## config.mk

```make
export PLATFORM = sky130hd
export DESIGN_NAME = if_prefetch_queue
export DESIGN_NICKNAME = d
export VERILOG_FILES = /design/src/rtl/if_prefetch_queue.sv
export SDC_FILE = /design/constraint.sdc
export NUM_CORES = 1
export LEC_CHECK = 0
export BUFFER_PORTS_ARGS = -buffer_cell sky130_fd_sc_hd__buf_2
export CAP_MARGIN = 15
export CELL_PAD_IN_SITES_DETAIL_PLACEMENT = 1
export CELL_PAD_IN_SITES_GLOBAL_PLACEMENT = 2
export CORE_AREA = 2 2 184 186
export CTS_CLUSTER_DIAMETER = 40
export DETAILED_ROUTE_END_ITERATION = 6
export DIE_AREA = 0 0 186 188
export PLACE_DENSITY = 0.88
export SYNTH_ARGS = -nofsm -noshare
export SYNTH_HDL_FRONTEND = slang
export SYNTH_SLANG_ARGS = --single-unit
export TNS_END_PERCENT = 20
```

## constraint.sdc

```tcl
create_clock -name clk -period 9.6 [get_ports clk]
set_input_delay 1.92 -clock clk [delete_from_list [all_inputs] [get_ports clk]]
set_output_delay 1.92 -clock clk [all_outputs]
set_load 0.05 [all_outputs]
```

## src/rtl/if_prefetch_queue.sv

```systemverilog
// rtl/if_prefetch_queue.sv - in-order instruction prefetch queue with imem credit tracking and redirect flush
module if_prefetch_queue #(
    parameter int XLEN = 32,
    parameter int DEPTH = 4,
    parameter int MAX_OUTSTANDING = 2,
    parameter logic [XLEN-1:0] RESET_PC = '0
) (
    input  logic            clk,
    input  logic            reset,
    output logic            imem_req,
    output logic [XLEN-1:0] imem_addr,
    input  logic            imem_gnt,
    input  logic            imem_rvalid,
    input  logic [31:0]     imem_rdata,
    input  logic            redirect,
    input  logic [XLEN-1:0] redirect_pc,
    output logic            fetch_valid,
    output logic [31:0]     fetch_instr,
    output logic [XLEN-1:0] fetch_pc,
    output logic [XLEN-1:0] fetch_pcplus4,
    input  logic            fetch_ready
);
    localparam int AW = $clog2(DEPTH);
    localparam int CW = AW + 1;
    localparam logic [31:0]     NOP      = 32'h0000_0013;
    localparam logic [CW-1:0]   ONE      = CW'(1);
    localparam logic [CW-1:0]   DEPTH_C  = CW'(DEPTH);
    localparam logic [CW-1:0]   MAXOUT_C = CW'(MAX_OUTSTANDING);
    localparam logic [AW-1:0]   PTR_ONE  = AW'(1);
    localparam logic [XLEN-1:0] WORD     = XLEN'(4);

    logic [XLEN-1:0] reqPc;
    logic [XLEN-1:0] respPc;
    logic [CW-1:0]   count;
    logic [CW-1:0]   outstanding;
    logic [CW-1:0]   dropCnt;
    logic [AW-1:0]   wrPtr;
    logic [AW-1:0]   rdPtr;
    logic [XLEN-1:0] pcMem [DEPTH];
    logic [31:0]     instrMem [DEPTH];

    logic [XLEN-1:0] redirectTarget;
    logic [CW:0]     budget;
    logic            rspAccept;
    logic            grant;
    logic            push;
    logic            pop;
    logic [XLEN-1:0] headPc;

    assign redirectTarget = {redirect_pc[XLEN-1:2], 2'b00};
    assign budget         = {1'b0, count} + {1'b0, outstanding};

    // A response with nothing outstanding is a leftover from before reset and is ignored.
    assign rspAccept = imem_rvalid && (outstanding != '0);
    assign push      = rspAccept && !redirect && (dropCnt == '0);
    assign pop       = fetch_valid && fetch_ready && !redirect;

    // Requests are only issued when every possible response already has a FIFO slot.
    assign imem_req  = !reset && !redirect && (dropCnt == '0) &&
                       (outstanding < MAXOUT_C) && (budget < {1'b0, DEPTH_C});
    assign imem_addr = reqPc;
    assign grant     = imem_req && imem_gnt;

    always_ff @(posedge clk or posedge reset) begin
        if (reset) begin
            reqPc  <= RESET_PC;
            respPc <= RESET_PC;
        end else if (redirect) begin
            reqPc  <= redirectTarget;
            respPc <= redirectTarget;
        end else begin
            if (grant) reqPc  <= reqPc + WORD;
            if (push)  respPc <= respPc + WORD;
        end
    end

    always_ff @(posedge clk or posedge reset) begin
        if (reset) begin
            outstanding <= '0;
        end else begin
            case ({grant, rspAccept})
                2'b10:   outstanding <= outstanding + ONE;
                2'b01:   outstanding <= outstanding - ONE;
                default: outstanding <= outstanding;
            endcase
        end
    end

    // Everything still in flight at a redirect belongs to the old path and must be discarded.
    always_ff @(posedge clk or posedge reset) begin
        if (reset) begin
            dropCnt <= '0;
        end else if (redirect) begin
            dropCnt <= rspAccept ? (outstanding - ONE) : outstanding;
        end else if (rspAccept && (dropCnt != '0)) begin
            dropCnt <= dropCnt - ONE;
        end
    end

    always_ff @(posedge clk or posedge reset) begin
        if (reset) begin
            count <= '0;
            wrPtr <= '0;
            rdPtr <= '0;
        end else if (redirect) begin
            count <= '0;
            wrPtr <= '0;
            rdPtr <= '0;
        end else begin
            if (push) wrPtr <= wrPtr + PTR_ONE;
            if (pop)  rdPtr <= rdPtr + PTR_ONE;
            case ({push, pop})
                2'b10:   count <= count + ONE;
                2'b01:   count <= count - ONE;
                default: count <= count;
            endcase
        end
    end

    always_ff @(posedge clk) begin
        if (push) begin
            pcMem[wrPtr]    <= respPc;
            instrMem[wrPtr] <= imem_rdata;
        end
    end

    assign headPc        = pcMem[rdPtr];
    assign fetch_valid   = (count != '0);
    assign fetch_instr   = fetch_valid ? instrMem[rdPtr] : NOP;
    assign fetch_pc      = fetch_valid ? headPc : '0;
    assign fetch_pcplus4 = fetch_valid ? (headPc + WORD) : '0;

    stray_response: assert property (@(posedge clk) disable iff (reset)
        !(imem_rvalid && (outstanding == '0)))
        else $warning("imem_rvalid with no outstanding request ignored");

    no_overflow: assert property (@(posedge clk) disable iff (reset)
        push |-> (count < DEPTH_C))
        else $error("push into full prefetch queue");

    credit_bound: assert property (@(posedge clk) disable iff (reset)
        (budget <= {1'b0, DEPTH_C}) && (outstanding <= MAXOUT_C))
        else $error("prefetch credit exceeded");

    addr_stable: assert property (@(posedge clk) disable iff (reset)
        (imem_req && !imem_gnt) |=> $stable(imem_addr))
        else $error("imem_addr changed while request pending");

    aligned_redirect: assert property (@(posedge clk) disable iff (reset)
        redirect |-> (redirect_pc[1:0] == 2'b00))
        else $warning("misaligned redirect_pc forced to word boundary");
endmodule

```

# Word level (Yosys, flattened, before mapping)
# Memory sizes are Yosys's and may differ from the RTL's.
# Index checks and enable logic that the tools add are counted.
word_totals:
  ff_bits: 77
  ramBits: 256
  inputBits: 70
  output_inout_bits: 130
  word_cells: 68
  mem_count: 2
mem_list:
  columns: ["memory", "words", "word_bits", "read_ports", "rd_ports_with_merged_regs", "write_ports", "line_no", "source"]
  rows:
  - ["instrMem", 4, 32, 1, 0, 1, "40", "logic [31:0] instrMem [DEPTH];"]
  - ["pcMem", 4, 32, 1, 0, 1, "39", "logic [XLEN-1:0] pcMem [DEPTH];"]
classes:
  add_sub_neg: 11
  order_cmp: 2
  n_eq_ne: 4
  muxes: 19
  n_reduce_logical: 23
op_table:
  columns: ["op", "n"]
  rows:
  - ["two-way mux 32 bit", 7]
  - ["adder 32 x 3 -> 32 bit (second input constant)", 3]
  - ["two-way mux 3 bit", 4]
  - ["case mux 3 bit (2 select lines)", 2]
  - ["nonzero test 3 bit", 4]
  - ["logical AND 1 bit", 11]
  - ["nonzero test 2 bit", 5]
  - ["subtractor 3 x 1 -> 3 bit (second input constant)", 3]
  - ["two-way mux 2 bit", 4]
  - ["adder 3 x 1 -> 3 bit (second input constant)", 2]
  - ["adder 2 x 1 -> 2 bit (second input constant)", 2]
  - ["adder 3 x 3 -> 4 bit", 1]
  - ["equality test 2 x 1 -> 1 bit (second input constant)", 2]
  - ["equality test 2 bit (second input constant)", 2]
  - ["< comparator 4 x 3 -> 1 bit (second input constant)", 1]
  - ["logical NOT 3 bit", 1]
  - ["< comparator 3 x 2 -> 1 bit (second input constant)", 1]
  - ["logical NOT 1 bit", 2]
  - ["two-way mux 1 bit", 2]

# Longest topological paths before layout
logic_depth:
  ltp_word: 8
  ltp_mapped: 13
  mapped_depth_nobuf: 10

# Least setup slack after synthesis
# No wires, ideal clock.
synth_timing:
  path_type: "register to output"
  start: "register rdPtr[0]"
  end: "output port fetch_pcplus4[31]"
  arrival_ns: 2.913
  t_required_ns: 7.680
  path_slack_ns: 4.767
  path_stages_with_launch: 9
  n_path_buf: 2
  path_cell_list: "dfrtp_1 buf_6 buf_12 mux4_2 nand3_4 nor4_4 nand4_2 or4_1 a21oi_1"
synth_between:
  elab_chain_cells: 3
synth_lines:
  columns: ["element", "line_no", "source"]
  rows:
  - ["from (decl)", "38", "logic [AW-1:0] rdPtr;"]
  - ["from (signal assigned)", "111", "if (pop) rdPtr <= rdPtr + PTR_ONE;"]
  - ["memory (4 x 32 bit)", null, null]
  - ["adder 32 x 3 -> 32 bit", "131", "assign fetch_pcplus4 = fetch_valid ? (headPc + WORD) : '0;"]
  - ["two-way mux 32 bit", "131", null]
  - ["to (decl)", "20", "output logic [XLEN-1:0] fetch_pcplus4,"]
# No other way between the ends.

# Worst setup path in the final report
# Same ends and word-level chain as after synthesis.

==> metrics.md <==
| Metric | Value |
|---|---|
| Data arrival, critical path | `4.58 ns` |
| Multiplexer area fraction after synthesis | `0.107` |
| Number of fillers in the final layout | `3,317` |
| Finished layout cell area | `17,200 um^2` |
| Total wirelength of the detailed-routed design | `35,300 um` |
| Maximum capacitance violations | `0` |
| Worst setup path endpoint | `fetch_pcplus4[31]` |
| Number of warnings reported in the yosys synthesis log | `0` |
| Final worst path period share | `0.677` |
| DP Wirelength | `22,900 um` |
| Number of antenna-violating nets in the routed design | `0` |
| Final-layout setup total negative slack | `0 ns` |
| Max VDD drop | `199 uV` |
| Largest net degree at the start of global routing | `74` |
| Clock group share of total power | `0.301` |
| Count of distinct cell types in the synthesized netlist | `55` |
| Crit path launch type | `flip-flop` |
| Highest Clock Rate | `0.154 GHz` |
| DIE HEIGHT | `188 um` |
| Worst setup slack after layout | `3.10 ns` |
| Most frequently used flop master after synthesis | `edfxtp_1` |
| Setup-violating endpoint count in the final report | `0` |
| Min-Delay Path Depth | `1` |
| Number of pins with negative max-slew slack in the final report | `0` |
| Clock buffer depth | `3` |
| Post-Synth XOR/XNOR Area | `0.0433` |
| I/O pin count | `200` |
| Average wire per cell in the routed design | `21.3 um` |
| Dpl ws | `3.56 ns` |
| CTS clock-pin slew for the worst setup and hold paths | `0.06 ns` |
| Class of the tightest hold or removal check | `flip-flop to flip-flop` |
| Remaining Overflow, GRT | `0` |
| Setup Fix Bufs, Post-CTS | `0` |
| Die width | `186 um` |
| Placed cell area | `15,700 um^2` |
| Clock insertion delay at the later pin of the skew report | `0.55 ns` |
| Pwr Density | `311 nW/um^2` |
| DRT Pass-1 Iters | `4` |
| Clock tree from TritonCTS | `built` |
| Number of vias per cell | `5.43` |
| Setup repair after global routing missed its margin | `false` |
| Area of the die | `35,000 um^2` |
| Sequential cell area | `9280 um^2` |
| H-tree depth | `2` |
| Number of endpoints with negative hold slack in the final report | `0` |
| Initial cell density of the core | `0.433` |
| Final estimated routing congestion in global placement | `0.827` |
| Worst Reg2Reg Path Length in Cells | `9` |
| Post-route worst hold slack | `0.536 ns` |
| Core area | `33,100 um^2` |
| Global routing usage summed across all routing layers | `0.207` |
| Number of CTS-inserted buffers | `43` |
| Area occupied by multi-input gates | `4790 um^2` |
| Internal portion of total power | `3.14 mW` |
| Total Power | `5.35 mW` |
| Netlist area before placement | `14,400 um^2` |
| Origin of the critical flop-to-flop path | `count[2]$_DFFE_PP0P_` |
| Average cell area after synthesis | `14.7 um^2` |
| Post-synthesis share of cell area spent on and, or, nand and nor gates | `0.121` |
| Clock Sink Count | `321` |
| Switching fraction of total power | `0.414` |
| Post-synthesis async set-or-reset flop share | `0.227` |
| Violation count after the first detailed-route iteration | `511` |
| CP Launch Point | `rdPtr[0]$_DFFE_PP0P_` |
| Psw | `2.21 mW` |
| Post-layout min period | `6.50 ns` |
| Worst setup skew after layout | `0.0208 ns` |
| Class of the most critical setup path | `flip-flop to output port` |
| Row count | `67` |
| Area added between synthesis and finish | `19.7%` |
| Dominant combinational cell family by area after synthesis | `simple AND/OR/NAND/NOR gates` |
| Synthesized netlist cell count | `977` |
| Total leakage power | `6.32 nW` |
| Worst Max-Slew Pin Slew | `0.990 ns` |
| Number of enable-type register cells in the synthesized netlist | `248` |
| Reg-to-Reg End | `outstanding[2]$_DFFE_PP0P_` |
| Fraction of final layout cells sized beyond drive strength 1 | `0.287` |
| Cells resized by post-CTS repair | `0` |
| Outcome | `completed` |
| # hold bufs at CTS | `0` |
| Via count of the first global-routing pass | `9,720` |
| Count of buffers from port buffering | `191` |
| DRC violations left | `0` |
| Slack of the worst reg-to-reg path | `5.85 ns` |
| Worst-path maximum fanout | `36` |
| Crit path required time | `7.68 ns` |
| Sequential-to-total area share from yosys stat | `0.646` |
| Routed vias | `9,012` |
| Compound-Gate Fraction of Synth Area | `0.0458` |
| Power share of the combinational group | `0.379` |
| First-pass GRT wire length | `55,300 um` |
| Number of nets in the final layout | `1,262` |
| Post-synthesis sequential element count | `321` |
| Arithmetic-cell share of the synthesized area counting full adders, half adders and majority gates | `0.0145` |
| Initial antenna violation count | `1` |
| CTS root buf | `clkbuf_16` |
| Max-slew headroom | `0.340` |
| Register share of total power | `0.320` |
| Category of the worst setup path capture point | `output port` |
==> state kept, by name, summed over array words and instances (netlist names) <==
| register | cells |
|---|---|
| instrMem | 128 |
| pcMem | 120 |
| imem_addr | 30 |
| respPc | 30 |
| count | 3 |
| dropCnt | 3 |
| outstanding | 3 |
| rdPtr | 2 |
| wrPtr | 2 |
==> worst max-delay path, cell delays in order (launching register included) <==
cell	delay, ns
dfrtp_4	0.81
buf_4	0.68
mux4_1	0.61
nand4_2	0.25
nor2_2	0.40
nand4_2	0.23
or4_1	0.55
a21oi_1	0.20
buf_2	0.30
==> cell usage in the layout, fill, tap and decap left out, types with 13 or more instances in the layout <==
master | synthesis | final
nor2_1 | 56 | 56
mux4_2 | 49 | 49
nand4_1 | 13 | 13
xor2_1 | 38 | 38
mux4_1 | 13 | 13
buf_2 | 8 | 191
and3_1 | 24 | 20
clkbuf_16 | 0 | 43
nand2_1 | 64 | 64
a21oi_1 | 23 | 23
ha_1 | 15 | 15
o311ai_0 | 13 | 13
nand3_1 | 43 | 43
dfrtp_1 | 73 | 71
o21ai_0 | 48 | 48
and2_1 | 72 | 72
edfxtp_1 | 248 | 248
xnor2_1 | 33 | 33
==> per-layer routing <==
| metal | GRT usage | wire (um) |
|---|---|---|
| met1 | 0.286 | 15700 |
| met2 | 0.340 | 17100 |
| met3 | 0.0322 | 1780 |
| met4 | 0.0563 | 719 |
| met5 | 0 | 0 |
==> how the worst min path moves through the flow <==
stage | from | endpoint | slack [ns]
floorplan | outstanding[0]$_DFFE_PP0P_ | outstanding[0]$_DFFE_PP0P_ | 0.48
global placement | outstanding[0]$_DFFE_PP0P_ | outstanding[0]$_DFFE_PP0P_ | 0.52
detailed placement | outstanding[0]$_DFFE_PP0P_ | outstanding[0]$_DFFE_PP0P_ | 0.54
CTS | outstanding[0]$_DFFE_PP0P_ | outstanding[0]$_DFFE_PP0P_ | 0.55
global route | outstanding[0]$_DFFE_PP0P_ | outstanding[0]$_DFFE_PP0P_ | 0.59
finish | outstanding[0]$_DFFE_PP0P_ | outstanding[0]$_DFFE_PP0P_ | 0.54
==> layout make-up <==
class	count	area share
clock buffers	50	0.0653
inverters	15	0.00328
repair buffers	202	0.0604
well taps	448	0.0326
multi-input cells	593	0.279
flip-flops and latches	321	0.540
diodes	1	0.000146
clock inverters	29	0.0197
==> synth_stat cells (all sizes together) (3+ instances only) <==
| library cell | n | share of area |
|---|---|---|
| o311ai | 13 | 0.0079 |
| nand3b | 4 | 0.0021 |
| nand3 | 46 | 0.018 |
| nand2b | 3 | 0.0013 |
| o211a | 4 | 0.0028 |
| and2 | 72 | 0.031 |
| edfxtp | 248 | 0.52 |
| and3 | 24 | 0.010 |
| nor2 | 57 | 0.015 |
| a21oi | 23 | 0.0080 |
| nor3b | 3 | 0.0016 |
| or2 | 3 | 0.0013 |
| a31oi | 6 | 0.0026 |
| nor3 | 11 | 0.0038 |
| ha | 15 | 0.013 |
| dfrtp | 73 | 0.13 |
| clkbuf | 32 | 0.0084 |
| inv | 14 | 0.0037 |
| mux4 | 62 | 0.10 |
| and4 | 9 | 0.0055 |
| o21ai | 48 | 0.017 |
| xor2 | 38 | 0.023 |
| nor4 | 4 | 0.0032 |
| nand2 | 64 | 0.017 |
| xnor2 | 33 | 0.020 |
| buf | 21 | 0.0099 |
| nand4 | 15 | 0.0074 |
| mux2 | 6 | 0.0047 |
| o211ai | 6 | 0.0031 |
==> power groups by stage <==
stage               Sequential [mW]  Combinational (mW)  Clock, mW
global placement               1.73                2.01          0
global route                   1.73                2.16       1.69
detailed placement             1.74                2.05          0
floorplan                      1.72                1.58          0
CTS                            1.72                2.05       1.63
finish                         1.71                2.03       1.61
==> stage by stage <==
| stage | std cells | util |
|---|---|---|
| after global routing | 1659 | 0.519 |
| final | 1659 | 0.519 |
| after global placement | 1579 | 0.475 |
| after floorplan | 982 | - |
| after CTS | 1658 | 0.519 |
| after detailed placement | 1579 | 0.475 |
==> cells by family after synthesis <==
group / count (synthesis)
adders and majority gates: 16
AOI/OAI and AO/OA: 108
muxes: 70
and+or+nand+nor: 322
other: 1
buffers and inverters: 68
DFF: 321
xor gates and xnor gates: 71
Note: power is estimated with default switching activity, not from simulation.
